### src/rtl/seg7_pkg.sv
// Shared constants for the multiplexed 7-segment display: digit count, glyph table, flag bit positions.
// Segments are {g,f,e,d,c,b,a}, active-low.
package seg7_pkg;

  localparam int NUM_DIGITS = 4;
  localparam int NUM_FLAGS  = 3;

  localparam logic [6:0] SEG_BLANK = 7'h7F;

  localparam int FLAG_ZERO  = 0;
  localparam int FLAG_CARRY = 1;
  localparam int FLAG_OVF   = 2;

  typedef logic [1:0] digit_idx_t;

  // Entry n is the glyph for hex digit n (0-9, A, b, C, d, E, F).
  localparam logic [15:0][6:0] HEX_SEG_TABLE = {
    7'h0E,  // F
    7'h06,  // E
    7'h21,  // d
    7'h46,  // C
    7'h03,  // b
    7'h08,  // A
    7'h10,  // 9
    7'h00,  // 8
    7'h78,  // 7
    7'h02,  // 6
    7'h12,  // 5
    7'h19,  // 4
    7'h30,  // 3
    7'h24,  // 2
    7'h79,  // 1
    7'h40   // 0
  };

  function automatic logic [NUM_DIGITS-1:0] anode_sel_n(input digit_idx_t d);
    return ~(NUM_DIGITS'(1) << d);
  endfunction

endpackage

### src/rtl/alu_result_display_hex_to_seg7.sv
// Purpose: combinational hex nibble to active-low 7-segment glyph.
// Latency: 0 cycles (pure combinational).
// Backpressure: none; no handshake.
module hex_to_seg7
  import seg7_pkg::*;
(
  input  logic [3:0] nibble,
  output logic [6:0] seg
);

  assign seg = HEX_SEG_TABLE[nibble];

endmodule

### src/rtl/alu_result_display.sv
// Purpose: capture ALU result/flags, scan them as 4 hex digits; LEADING_ZERO_BLANK_EN blanks leading zeros.
// Latency: capture 1 cycle, scanned digit shows new nibble 1 cycle later, all digits within 4*DIV+1 cycles.
// Backpressure: in_ready = ~hold (and low in reset); refused results are simply not captured.
module alu_result_display
  import seg7_pkg::*;
#(
  parameter int CLK_HZ  = 100_000_000,
  parameter int SCAN_HZ = 1000
) (
  input  logic        clk,
  input  logic        reset,
  input  logic        in_valid,
  output logic        in_ready,
  input  logic [15:0] in_data,
  input  logic        in_zero,
  input  logic        in_carry,
  input  logic        in_overflow,
  input  logic        hold,
  output logic [6:0]  seg,
  output logic        dp,
  output logic [3:0]  an,
  output logic [2:0]  flag_leds
);

  localparam int DIV   = CLK_HZ / SCAN_HZ;
  localparam int CNT_W = (DIV > 2) ? $clog2(DIV) : 1;
  localparam logic [CNT_W-1:0] CNT_LAST = CNT_W'(DIV - 1);

  generate
    if (DIV < 2) begin : g_div_check
      $error("alu_result_display: CLK_HZ/SCAN_HZ must be at least 2");
    end
  endgenerate

  logic [15:0]          value_q;
  logic [NUM_FLAGS-1:0] flags_q;
  logic [NUM_FLAGS-1:0] flags_in;
  logic [CNT_W-1:0]     scan_cnt;
  digit_idx_t           digit_idx;
  logic                 xfer;
  logic [3:0]           nibble;
  logic [6:0]           glyph;
  logic                 blank;

  // ---------------- capture ----------------
  assign in_ready = reset & ~hold;
  assign xfer     = in_valid & in_ready;

  always_comb begin
    flags_in            = '0;
    flags_in[FLAG_ZERO]  = in_zero;
    flags_in[FLAG_CARRY] = in_carry;
    flags_in[FLAG_OVF]   = in_overflow;
  end

  always_ff @(posedge clk) begin
    if (!reset) begin
      value_q <= '0;
      flags_q <= '0;
    end else if (xfer) begin
      value_q <= in_data;
      flags_q <= flags_in;
    end
  end

  assign flag_leds = flags_q;

  // ---------------- scan ----------------
  always_ff @(posedge clk) begin
    if (!reset) begin
      scan_cnt  <= '0;
      digit_idx <= '0;
    end else if (scan_cnt == CNT_LAST) begin
      scan_cnt  <= '0;
      digit_idx <= digit_idx + 2'd1;
    end else begin
      scan_cnt  <= scan_cnt + CNT_W'(1);
    end
  end

  assign nibble = value_q[{digit_idx, 2'b00} +: 4];

  hex_to_seg7 u_hex_to_seg7 (
    .nibble (nibble),
    .seg    (glyph)
  );

`ifdef LEADING_ZERO_BLANK_EN
  logic [NUM_DIGITS-1:0] lead_zero;

  // A digit is blank when it and every higher digit are zero; digit 0 always shows.
  always_comb begin
    lead_zero = '0;
    lead_zero[NUM_DIGITS-1] = (value_q[4*(NUM_DIGITS-1) +: 4] == 4'd0);
    for (int i = NUM_DIGITS - 2; i >= 1; i--) begin
      lead_zero[i] = lead_zero[i+1] & (value_q[4*i +: 4] == 4'd0);
    end
  end

  assign blank = lead_zero[digit_idx];
`else
  assign blank = 1'b0;
`endif

  // ---------------- output register ----------------
  always_ff @(posedge clk) begin
    if (!reset) begin
      seg <= SEG_BLANK;
      an  <= '1;
      dp  <= 1'b1;
    end else begin
      seg <= blank ? SEG_BLANK : glyph;
      an  <= anode_sel_n(digit_idx);
      dp  <= ~((digit_idx == 2'd0) & flags_q[FLAG_CARRY]);
    end
  end

endmodule
### config.mk
export PLATFORM = sky130hd
export DESIGN_NAME = alu_result_display
export DESIGN_NICKNAME = d
export VERILOG_FILES = /design/src/rtl/seg7_pkg.sv /design/src/rtl/alu_result_display_hex_to_seg7.sv /design/src/rtl/alu_result_display.sv
export SDC_FILE = /design/constraint.sdc
export NUM_CORES = 1
export LEC_CHECK = 0
export BUFFER_PORTS_ARGS = -buffer_cell sky130_fd_sc_hd__clkbuf_2
export CAP_MARGIN = 20
export CORE_MARGIN = 1.5
export CORE_UTILIZATION = 55
export DETAILED_ROUTE_END_ITERATION = 8
export GPL_TIMING_DRIVEN = 0
export PLACE_DENSITY = 0.87
export SLEW_MARGIN = 20
export SYNTH_ARGS = -nofsm -noshare
export SYNTH_HDL_FRONTEND = slang
export SYNTH_SLANG_ARGS = --single-unit
### constraint.sdc
create_clock -name clk -period 2.3 [get_ports clk]
set_clock_uncertainty 0.1 [all_clocks]
set_input_delay 0.23 -clock clk [delete_from_list [all_inputs] [get_ports clk]]
set_output_delay 0.23 -clock clk [all_outputs]
set_load 0.1 [all_outputs]
# == After elaboration in Yosys (flattened, before gate mapping) ==
# Memory sizes are Yosys's and may differ from the RTL's. A register that Yosys moved wholly into a read port is not among the register bits.
# Cells that the tools add are included.
# word_totals
register_bits,43
rom_bits,112
inputBits,23
out_inout_bits,16
word_cells,22
mem_count,1
# memory_table
memory,words,word_bits,read_ports,rd_ports_with_merged_regs,write_ports,line_no,text
(name not given),16,7,1,1,0,alu_result_display_hex_to_seg7.sv:11,assign seg = HEX_SEG_TABLE[nibble];
# op_classes
n_addsub,2
eq_ne,1
n_shift,2
bitwise_logic,7
n_reduce_logical,3
# ops
operator,n
$add A17 B1 Y17 const B,1
$eq A17 B17 Y1 const B,1
$shiftx A16 B5 Y4,1
$not A4 Y4,1
$shl A1 B2 Y4 const A,1
$and A1 B1 Y1,3
$not A1 Y1,3
$add A2 B1 Y2 const B,1
$logic_not A2 Y1,1
$reduce_or A2 Y1,1
$logic_not A1 Y1,1

# == Longest topological paths before layout ==
# Gate-level depths: netlist of the first run.
# depth
depth_word,3
mapped_depth,7
mapped_depth_nobuf,6

# == Modules after synthesis ==
# From an unflattened synthesis of the first run, not the netlist that was laid out.
# hier_totals
cells_unflattened,243
hier_area_um2,2234.6
# modules_own_cells
mod,instances,cells_each,area_per_inst_um2
alu_result_display,1,211,1959.4
hex_to_seg7,1,32,275.3

# == Worst setup path after synthesis of the first run ==
# No wires, ideal clock.
# synth_timing
path_kind,input to register
startpoint,input port hold
endpoint,register value_q[14]
t_arrival_ns,2.494
required_time_ns,2.069
setup_slack_ns,-0.425
stages,5
cell_sequence,nor2b_1 -> and2_1 -> clkbuf_1 -> clkbuf_1 -> o21ai_0
# synth_via
elab_chain_len,3
# synth_rtl
element,line_no,text
from (decl),alu_result_display.sv:18,"input logic hold,"
$not A1 Y1,alu_result_display.sv:46,assign in_ready = reset & ~hold;
$and A1 B1 Y1,alu_result_display.sv:46,
$and A1 B1 Y1,alu_result_display.sv:47,assign xfer = in_valid & in_ready;
to (signal assigned),alu_result_display.sv:61,value_q <= in_data;
to (decl),alu_result_display.sv:35,logic [15:0] value_q;
# Every way passes these cells.
# A chain may end at the register's enable or synchronous reset.

# == Worst setup path in the final report of the first run ==
# layout_timing
startpoint,register digit_idx[0]
endpoint,register seg[6]
# layout_via
elab_chain_len,1
# layout_rtl
element,line_no,text
from (decl),alu_result_display.sv:39,digit_idx_t digit_idx;
from (signal assigned),alu_result_display.sv:75,digit_idx <= digit_idx + 2'd1;
$shiftx A16 B5 Y4,alu_result_display.sv:81,"assign nibble = value_q[{digit_idx, 2'b00} +: 4];"
to (decl),alu_result_display.sv:19,"output logic [6:0] seg,"
# Every way passes these cells.

==> impl_metrics.env, run 1 <==
export IMPL_antenna_found_initial=0
export IMPL_drc=0
export IMPL_postSynthNetCount=273
export IMPL_yosys_cell_types_count=37
export IMPL_post_route_util_pct=67.8
export IMPL_grt_setup_unrepaired="no"
export IMPL_gpl_final_weighted_congestion=0.854
export IMPL_antenna_left=0
export IMPL_layout_nets=319
export IMPL_p_per_area_nw_per_um2=673
export IMPL_avgViaCountPerCell=5.46
export IMPL_clock_sinks=50
export IMPL_crit_type="reg2reg"
export IMPL_fillers=301
export IMPL_drt_pass1_iterations=4
export IMPL_vias=1824
export IMPL_critical_path_endpoint_type="flip-flop"
export IMPL_die_h_um=65.9
export IMPL_post_route_cells_drive_above_1_share_pct=20.6
export IMPL_yosysSeqAreaShare_pct=46.1
export IMPL_antenna_diode_count=0
export IMPL_floorplan_rows=22
export IMPL_path_clk_slew_ps=90
export IMPL_cts_htree_levels=2
export IMPL_number_of_clock_buffers_inserted_by_tritoncts=5
export IMPL_syn_to_final_growth_pct=16.0
export IMPL_max_clock_path_buffers=2
export IMPL_layout_cells_most_common="nand2_1"
export IMPL_synthesis_instances=239
export IMPL_finalWorstPathRequiredPeriod_ps=2200
export IMPL_setup_violations=0
export IMPL_drt_total_wl_um=4250
export IMPL_routed_wire_per_std_cell_um=12.7
export IMPL_synthesis_area_um2=2170
export IMPL_timing_slew_headroom_pct=64.2
export IMPL_drv_cap=0
export IMPL_cts_tree="done"
export IMPL_setup_tns_ps=0
export IMPL_wire_length_of_the_first_global_routing_pass_um=7340
export IMPL_cts_root_buf="clkbuf_8"
export IMPL_die_width_um=65.9
export IMPL_cts_hold_buffers_added=0
export IMPL_worstMarginPinSlew_ps=539
export IMPL_yosys_top_cell_by_area="dfxtp_1"
export IMPL_timing_fmax_mhz=454
export IMPL_final_area_um2=2520
export IMPL_synthDominantCellAreaShare_pct=46.1
export IMPL_floorplan_die_area_um2=4340
export IMPL_post_dp_hpwl_um=3010
export IMPL_data_required_time_at_the_worst_endpoint_ps=2380
export IMPL_synth_yosys_warnings=0
export IMPL_static_leakage_power_nw=1.03
export IMPL_number_of_global_route_vias_before_repair=1731
export IMPL_timing_final_crit_share_pct=95.7
export IMPL_crit_path_max_fanout=6
export IMPL_hold_path_class="in2reg"
export IMPL_worst_hold_slack_across_all_endpoints_ps=9.54
export IMPL_core_area_um2=3720
export IMPL_cp_arrival_ps=2280
export IMPL_layout_cells_most_common_list="54 x nand2_1, 50 x dfxtp_1, 38 x clkbuf_2"
export IMPL_worst_setup_path_start_kind="flip-flop"
export IMPL_synth_top_cells_by_area="dfxtp_1 46%, nand2_1 9.3%, ha_1 6.3%"
export IMPL_port_buffer_count=38
export IMPL_run_status="complete, no violations"
export IMPL_i_o_pin_total=39
export IMPL_maximum_number_of_pins_on_one_net_before_global_route_repair=15
export IMPL_initial_standard_cell_utilization_of_the_core_pct=58.5
export IMPL_syn_area_per_cell_um2=9.09
export IMPL_gr_total_overflow=0
export IMPL_global_route_usage_total_pct=22.5
export IMPL_ir_drop_mv=0.363
export IMPL_latest_clock_arrival_within_the_worst_skew_pair_ps=310
export IMPL_final_hold_viol_count=0
export IMPL_drt_iter0_drc=119
export IMPL_synth_seq_cells=50
export IMPL_report_final_slew_viol_count=0
export IMPL_detailed_place_area_um2=2430
==> final timing paths <==
| check | from | to | slack [ps] | cells after the start |
|---|---|---|---|---|
| max reg2reg | digit_idx[0] | seg[6] | 100 | 6 |
| min reg2reg | flag_leds[1] | dp | 320 | 1 |
| min | in_data[9] | value_q[9] | 10 | 3 |
| max | digit_idx[0] | seg[6] | 100 | 6 |
==> layer usage <==
| layer | vias to the layer above | GRT usage, % | wire length [µm] | share of wire, % |
|---|---|---|---|---|
| met4 | 0 | 9.90 | 92 | 2.2 |
| met5 | - | 0 | 0 | 0 |
| met3 | 9 | 6.47 | 222 | 5.2 |
| li1 | 905 | - | - | - |
| met1 | 855 | 26.1 | 1880 | 44 |
| met2 | 55 | 38.4 | 2050 | 48 |
==> through the flow <==
stage | setup slack [ps] | power, mW | cells
4_1_cts | 12.8 | 1.70 | 333
3_3_place_gp | 93.2 | 1.18 | 325
5_1_grt | 7.24 | 1.76 | 334
6_report | 98.2 | 1.70 | 334
3_5_place_dp | 22.7 | 1.19 | 325
2_1_floorplan | 140 | 1.13 | 239
==> power by group <==
| group | internal [mW] | total [mW] | switching (mW) |
|---|---|---|---|
| logic | 0.0655 | 0.258 | 0.193 |
| registers | 0.900 | 0.916 | 0.0154 |
| clock network | 0.243 | 0.523 | 0.280 |
==> sequential cells by signal, summed over array words and instances (netlist names) <==
name	cells
an	4
digit_idx	2
dp	1
flag_leds	3
scan_cnt	17
seg	7
value_q	16
==> worst max-delay path, stage by stage (launching register included) <==
cell and delay, ps:
dfxtp_1 390, buf_6 160, mux4_1 680, ha_1 310, mux2_2 280, nand2_1 60, o311ai_1 90
==> synth_stat cells <==
| library cell | n |
|---|---|
| buf_1 | 1 |
| a21oi_1 | 7 |
| ha_1 | 11 |
| o211ai_1 | 2 |
| buf_6 | 2 |
| dfxtp_1 | 50 |
| nand2b_1 | 1 |
| o21ai_1 | 2 |
| nand4_1 | 8 |
| nor2b_1 | 2 |
| and3_1 | 4 |
| o221ai_1 | 2 |
| mux2_2 | 1 |
| or2_4 | 1 |
| o211ai_2 | 1 |
| xnor2_1 | 2 |
| nand3_1 | 4 |
| mux2i_1 | 2 |
| nor4b_1 | 2 |
| xor2_1 | 9 |
| and4b_1 | 1 |
| clkbuf_1 | 9 |
| o311ai_1 | 1 |
| or3_1 | 5 |
| mux4_2 | 2 |
| nand2_1 | 54 |
| buf_2 | 2 |
| mux2_4 | 1 |
| and2_1 | 5 |
| nor2_1 | 10 |
| o21ai_0 | 24 |
| inv_1 | 5 |
| o2bb2ai_1 | 1 |
| o211a_1 | 1 |
| and4_1 | 1 |
| mux4_1 | 2 |
| or2_2 | 1 |
==> cell type report <==
class                   instances  area, µm²  share of cell area (%)
multi-input cells             170       1080                    42.9
flip-flops and latches         50       1000                    39.7
repair buffers                 39        198                    7.84
clock buffers                   7       86.3                    3.42
plain buffers                  14       70.1                    2.78
well taps                      48       60.1                    2.38
inverters                       5       18.8                   0.744
clock inverters                 1       5.00                   0.199
==> logic make-up after synthesis <==
logic type	share of synthesized area, %
AOI/OAI and AO/OA	10.9
DFF	46.1
and+or+nand+nor	21.5
adders and majority gates	6.33
muxes	6.62
xor gates and xnor gates	4.43
buffers and inverters	4.09
==> what timing repair did <==
action | in CTS | in global routing
buffers inserted | 0 | 1
setup endpoints to repair | 0 | 2
resized for setup | 0 | 1
Note: power is estimated with default switching activity, not from simulation.
==> run 2, diff against run 1 <==
- BUFFER_PORTS_ARGS: -buffer_cell sky130_fd_sc_hd__clkbuf_2 -> -buffer_cell sky130_fd_sc_hd__buf_2
==> run 2 against run 1 <==
First-iteration DRC count increased by 19%. Sequential share of layout area is essentially flat. Sequential power about the same. Worst setup slack gained 63 ps. Largest cell class unchanged. Largest power group unchanged.
==> impl_metrics.env, run 2 (same netlist as run 1, synthesis figures left out) <==
export IMPL_dp_cells=325
export IMPL_cp_arrival_ps=2230
export IMPL_timing_final_crit_share_pct=93.0
export IMPL_ir_drop_mv=0.429
export IMPL_drt_total_wl_um=4240
export IMPL_drc=0
export IMPL_hold_start="in_data[6]"
export IMPL_r2r_end="seg[3]"
export IMPL_max_clock_path_buffers=2
export IMPL_seq_cell_area_um2=1000
export IMPL_port_buffer_count=38
export IMPL_setup_violations=0
export IMPL_path_clk_slew_ps=90
export IMPL_syn_to_final_growth_pct=16.1
export IMPL_cp_top_family="multiplexers"
export IMPL_critical_path_endpoint_type="flip-flop"
export IMPL_timing_fmax_mhz=468
export IMPL_floorplan_die_area_um2=4340
export IMPL_maximum_number_of_pins_on_one_net_before_global_route_repair=16
export IMPL_setup_tns_ps=0
export IMPL_worst_setup_path_start_kind="flip-flop"
export IMPL_setup_reg_to_reg_worst_slack_ps=160
export IMPL_finalPower_mw=1.70
export IMPL_multi_input_comb_area_um2=1080
export IMPL_layout_cells_most_common_list="54 x nand2_1, 50 x dfxtp_1, 40 x buf_2"
export IMPL_worstMarginPinSlew_ps=490
export IMPL_latest_clock_arrival_within_the_worst_skew_pair_ps=310
export IMPL_top_register="scan_cnt"
export IMPL_number_of_global_route_vias_before_repair=1712
export IMPL_drt_iter0_drc=142
export IMPL_cts_root_buf="clkbuf_8"
export IMPL_clock_sinks=50
export IMPL_floorplan_rows=22
export IMPL_antenna_found_initial=0
export IMPL_post_dp_hpwl_um=2920
export IMPL_p_per_area_nw_per_um2=675
export IMPL_cts_tree="done"
export IMPL_crit_chain="buf_6, mux4_2, ha_1, or2_2, a21oi_1, o21ai_1"
export IMPL_layout_nets=319
export IMPL_crit_type="reg2reg"
export IMPL_post_route_util_pct=67.9
export IMPL_reg_largest_list="scan_cnt: 17 flops, value_q: 16 flops, seg: 7 flops"
export IMPL_detailed_place_area_um2=2430
export IMPL_path_buf_inv=1
export IMPL_cts_htree_levels=2
export IMPL_i_o_pin_total=39
export IMPL_post_route_cells_drive_above_1_share_pct=21.0
export IMPL_global_route_usage_total_pct=21.8
export IMPL_wire_length_of_the_first_global_routing_pass_um=7120
export IMPL_fillers=294
export IMPL_layout_cells_most_common="nand2_1"
export IMPL_hold_path_endpoint="value_q[6]"
export IMPL_worst_path_max_delay_cell="mux4_2"
export IMPL_finalWorstPathRequiredPeriod_ps=2140
export IMPL_hold_path_class="in2reg"
export IMPL_vias=1767
export IMPL_gr_total_overflow=0
export IMPL_finish_cell_count_without_fillers=334
export IMPL_antenna_left=0
export IMPL_data_required_time_at_the_worst_endpoint_ps=2390
export IMPL_final_area_um2=2520
export IMPL_die_width_um=65.9
export IMPL_number_of_clock_buffers_inserted_by_tritoncts=5
export IMPL_crit_path_max_fanout=6
export IMPL_worst_r2r_startpoint="digit_idx[0]"
export IMPL_grt_setup_unrepaired="no"
export IMPL_antenna_diode_count=0
export IMPL_final_hold_viol_count=0
export IMPL_drt_pass1_iterations=4
export IMPL_gpl_final_weighted_congestion=0.861
export IMPL_initial_standard_cell_utilization_of_the_core_pct=58.5
export IMPL_core_area_um2=3720
export IMPL_drv_cap=0
export IMPL_die_h_um=65.9
export IMPL_report_final_slew_viol_count=0
export IMPL_timing_slew_headroom_pct=67.6
export IMPL_hold_path_cell_count=3
export IMPL_routed_wire_per_std_cell_um=12.7
export IMPL_run_status="complete, no violations"
export IMPL_avgViaCountPerCell=5.29
export IMPL_largest_register_ffs=17
export IMPL_static_leakage_power_nw=1.01
export IMPL_critical_path_max_stage_delay_ps=580
export IMPL_reg2reg_depth=6
==> run 2: changes by cell type in the layout (fill, tap and decap cells not counted) <==
cell,before,now
mux4_2,3,4
mux4_1,1,0
clkinvlp_4,0,1
clkbuf_2,38,0
dlygate4sd3_1,0,1
buf_2,2,40
clkbuf_1,10,9
buf_4,1,0
==> run 2: where the power goes <==
group	leakage [nW]	switching (mW)	total [mW]	internal (mW)
Combinational	0.555	0.192	0.258	0.0660
Clock	0.0472	0.289	0.530	0.242
Sequential	0.409	0.0150	0.915	0.900
==> run 2: what timing repair did <==
action | 4_1_cts | 5_1_grt
buffers inserted | 0 | 0
setup endpoints to repair | 0 | 3
gates resized for setup | 0 | 2
endpoints found under the hold margin | 0 | 1
hold buffers | 0 | 1
==> run 2: area by class of cell <==
class / count / share of cell area [%]
plain buffers: 14 / 2.78
inverters: 5 / 0.744
clock inverters: 2 / 0.496
multi-input cells: 170 / 42.7
well taps: 48 / 2.38
flip-flops and latches: 50 / 39.7
repair buffers: 39 / 7.93
clock buffers: 6 / 3.27
==> run 2: routing by layer <==
layer	track usage, %	vias up	wire, µm
met5	0	-	0
met2	35.9	47	1980
met3	7.16	5	192
met1	25.8	811	1990
met4	9.38	0	69
li1	-	904	-
==> run 2: worst max-delay path by stage <==
| stage | startpoint | end | slack (ps) | cells after the start |
|---|---|---|---|---|
| 4_1_cts | digit_idx[0] | seg[3] | 40 | 6 |
| 6_report | digit_idx[0] | seg[3] | 160 | 6 |
| 3_3_place_gp | digit_idx[0] | seg[3] | 90 | 6 |
| 5_1_grt | digit_idx[0] | seg[3] | 20 | 6 |
| 2_1_floorplan | reset | value_q[14] | 140 | 5 |
| 3_5_place_dp | digit_idx[0] | seg[3] | 70 | 6 |
==> run 2: worst min-delay path, cell delays in order <==
cell and delay, ps:
buf_2 70, nand2_1 30, o21ai_0 50
==> run 2: through the flow <==
stage | setup WS (ps) | hold slack (ps)
final | 162 | 14.8
after global routing | 20.7 | 14.6
after CTS | 44.8 | 11.7
after detailed placement | 73.9 | 319
after global placement | 94.5 | 307
after floorplan | 140 | 239
==> run 3, diff against run 2 <==
- CTS_CLUSTER_SIZE: not set -> 30
- HOLD_SLACK_MARGIN: not set -> 0.05
==> run 3 against run 2 <==
Maximum frequency decreased by 0.32%. Wire length is 14% higher. Register-to-register slack about the same. Final area up 6.7%. Sequential share of layout area fell by 2.5 points. Sequential cell count did not move. Via count increased by 6.3%. Total power rose by 2.0%. Count of clock-buffer cells in the layout did not move. Utilization rose by 4.6 points. Die area is the same. Critical endpoint unchanged. Largest cell class unchanged. Highest routed layer unchanged.
==> impl_metrics.env, run 3 (same netlist as run 1, synthesis figures left out) <==
export IMPL_drt_total_wl_um=4820
export IMPL_report_final_slew_viol_count=0
export IMPL_core_area_um2=3720
export IMPL_worstMarginPinSlew_ps=498
export IMPL_setup_tns_ps=0
export IMPL_post_cts_setup_buffer_count=0
export IMPL_worst_setup_path_start_kind="flip-flop"
export IMPL_detailed_place_area_um2=2430
export IMPL_cp_arrival_ps=2240
export IMPL_wire_length_of_the_first_global_routing_pass_um=8050
export IMPL_drv_cap=0
export IMPL_p_per_area_nw_per_um2=645
export IMPL_floorplan_rows=22
export IMPL_clock_sinks=50
export IMPL_post_place_ws_ps=73.9
export IMPL_finalWorstPathRequiredPeriod_ps=2150
export IMPL_gpl_final_weighted_congestion=0.861
export IMPL_routed_wire_per_std_cell_um=13.7
export IMPL_cts_tree="done"
export IMPL_fillers=264
export IMPL_global_route_usage_total_pct=24.8
export IMPL_drt_pass1_iterations=4
export IMPL_post_route_cells_drive_above_1_share_pct=19.8
export IMPL_reg2reg_depth=6
export IMPL_critical_path_endpoint_type="flip-flop"
export IMPL_die_width_um=65.9
export IMPL_largest_register_ffs=17
export IMPL_avgViaCountPerCell=5.35
export IMPL_crit_type="reg2reg"
export IMPL_reg_largest_list="scan_cnt: 17 flops, value_q: 16 flops, seg: 7 flops"
export IMPL_setup_reg_to_reg_worst_slack_ps=150
export IMPL_timing_final_ws_setup_ps=155
export IMPL_layout_cells_most_common="nand2_1"
export IMPL_gr_total_overflow=0
export IMPL_layout_nets=336
export IMPL_grt_setup_unrepaired="no"
export IMPL_final_hold_viol_count=0
export IMPL_number_of_clock_buffers_inserted_by_tritoncts=5
export IMPL_drt_iter0_drc=134
export IMPL_static_leakage_power_nw=1.08
export IMPL_post_dp_hpwl_um=2920
export IMPL_cts_htree_levels=2
export IMPL_multi_input_comb_area_um2=1080
export IMPL_initial_standard_cell_utilization_of_the_core_pct=58.5
export IMPL_drc=0
export IMPL_antenna_diode_count=0
export IMPL_top_register="scan_cnt"
export IMPL_final_area_um2=2690
export IMPL_seq_cell_area_um2=1000
export IMPL_path_clk_slew_ps=90
export IMPL_setup_violations=0
export IMPL_floorplan_die_area_um2=4340
export IMPL_hold_path_cell_count=3
export IMPL_latest_clock_arrival_within_the_worst_skew_pair_ps=310
export IMPL_vias=1879
export IMPL_timing_final_crit_share_pct=93.3
export IMPL_antenna_left=0
export IMPL_port_buffer_count=38
export IMPL_die_h_um=65.9
export IMPL_crit_path_max_fanout=6
export IMPL_maximum_number_of_pins_on_one_net_before_global_route_repair=16
export IMPL_syn_to_final_growth_pct=23.9
export IMPL_number_of_global_route_vias_before_repair=1820
export IMPL_i_o_pin_total=39
export IMPL_ir_drop_mv=0.425
export IMPL_timing_slew_headroom_pct=66.8
export IMPL_cts_root_buf="clkbuf_8"
export IMPL_data_required_time_at_the_worst_endpoint_ps=2390
export IMPL_hold_path_class="in2reg"
export IMPL_antenna_found_initial=0
export IMPL_timing_fmax_mhz=466
export IMPL_run_status="complete, no violations"
export IMPL_max_clock_path_buffers=2
export IMPL_layout_cells_most_common_list="54 x nand2_1, 50 x dfxtp_1, 40 x buf_2"
-- run 3: changes by cell type in the layout (fill, tap and decap cells not counted) --
cell and delta:
dlygate4sd3_1 +17
-- run 3: per-stage QoR --
step | util, % | hold WS, ps | power, mW | instances
after floorplan | - | 239 | 1.13 | 239
after global placement | 65.3 | 307 | 1.18 | 325
after detailed placement | 65.3 | 319 | 1.19 | 325
after CTS | 72.7 | 75.5 | 1.73 | 351
after global routing | 72.5 | 84.1 | 1.80 | 351
final | 72.5 | 88.3 | 1.74 | 351
-- run 3: report_power, final --
group / total [mW] / switching, mW / internal, mW
logic: 0.284 / 0.199 / 0.0849
clock network: 0.536 / 0.294 / 0.242
registers: 0.917 / 0.0164 / 0.900
total: 1.74 / 0.510 / 1.23
-- run 3: what timing repair did --
item,CTS,global route
setup endpoints to repair,0,3
endpoints found under the hold margin,18,0
gates resized for setup,0,2
hold buffers,18,0
-- run 3: worst max-delay path, cell delays in order (launching register included) --
cell	delay, ps
dfxtp_1	390
buf_6	160
mux4_2	580
ha_1	270
or2_2	320
a21oi_1	150
o21ai_1	70
-- run 3: per-layer routing --
metal / track usage (%) / share of wire [%]
met3: 7.33 / 5.3
met5: 0 / 0
met2: 43.6 / 50
met1: 28.2 / 43
met4: 9.38 / 1.8
-- run 3: path summary, 6_finish.rpt --
| path | end | start |
|---|---|---|
| min reg2reg | dp | flag_leds[1] |
| max reg2reg | seg[3] | digit_idx[0] |
| min | value_q[12] | in_data[12] |
| max | seg[3] | digit_idx[0] |
-- run 3: cell type report --
cell class / instances / area share (%)
Buffer: 14 / 2.60
Clock buffer: 6 / 3.07
Clock inverter: 2 / 0.464
Inverter: 5 / 0.697
Multi-Input combinational cell: 170 / 40.0
Sequential cell: 50 / 37.2
Tap cell: 48 / 2.23
Timing Repair Buffer: 56 / 13.7
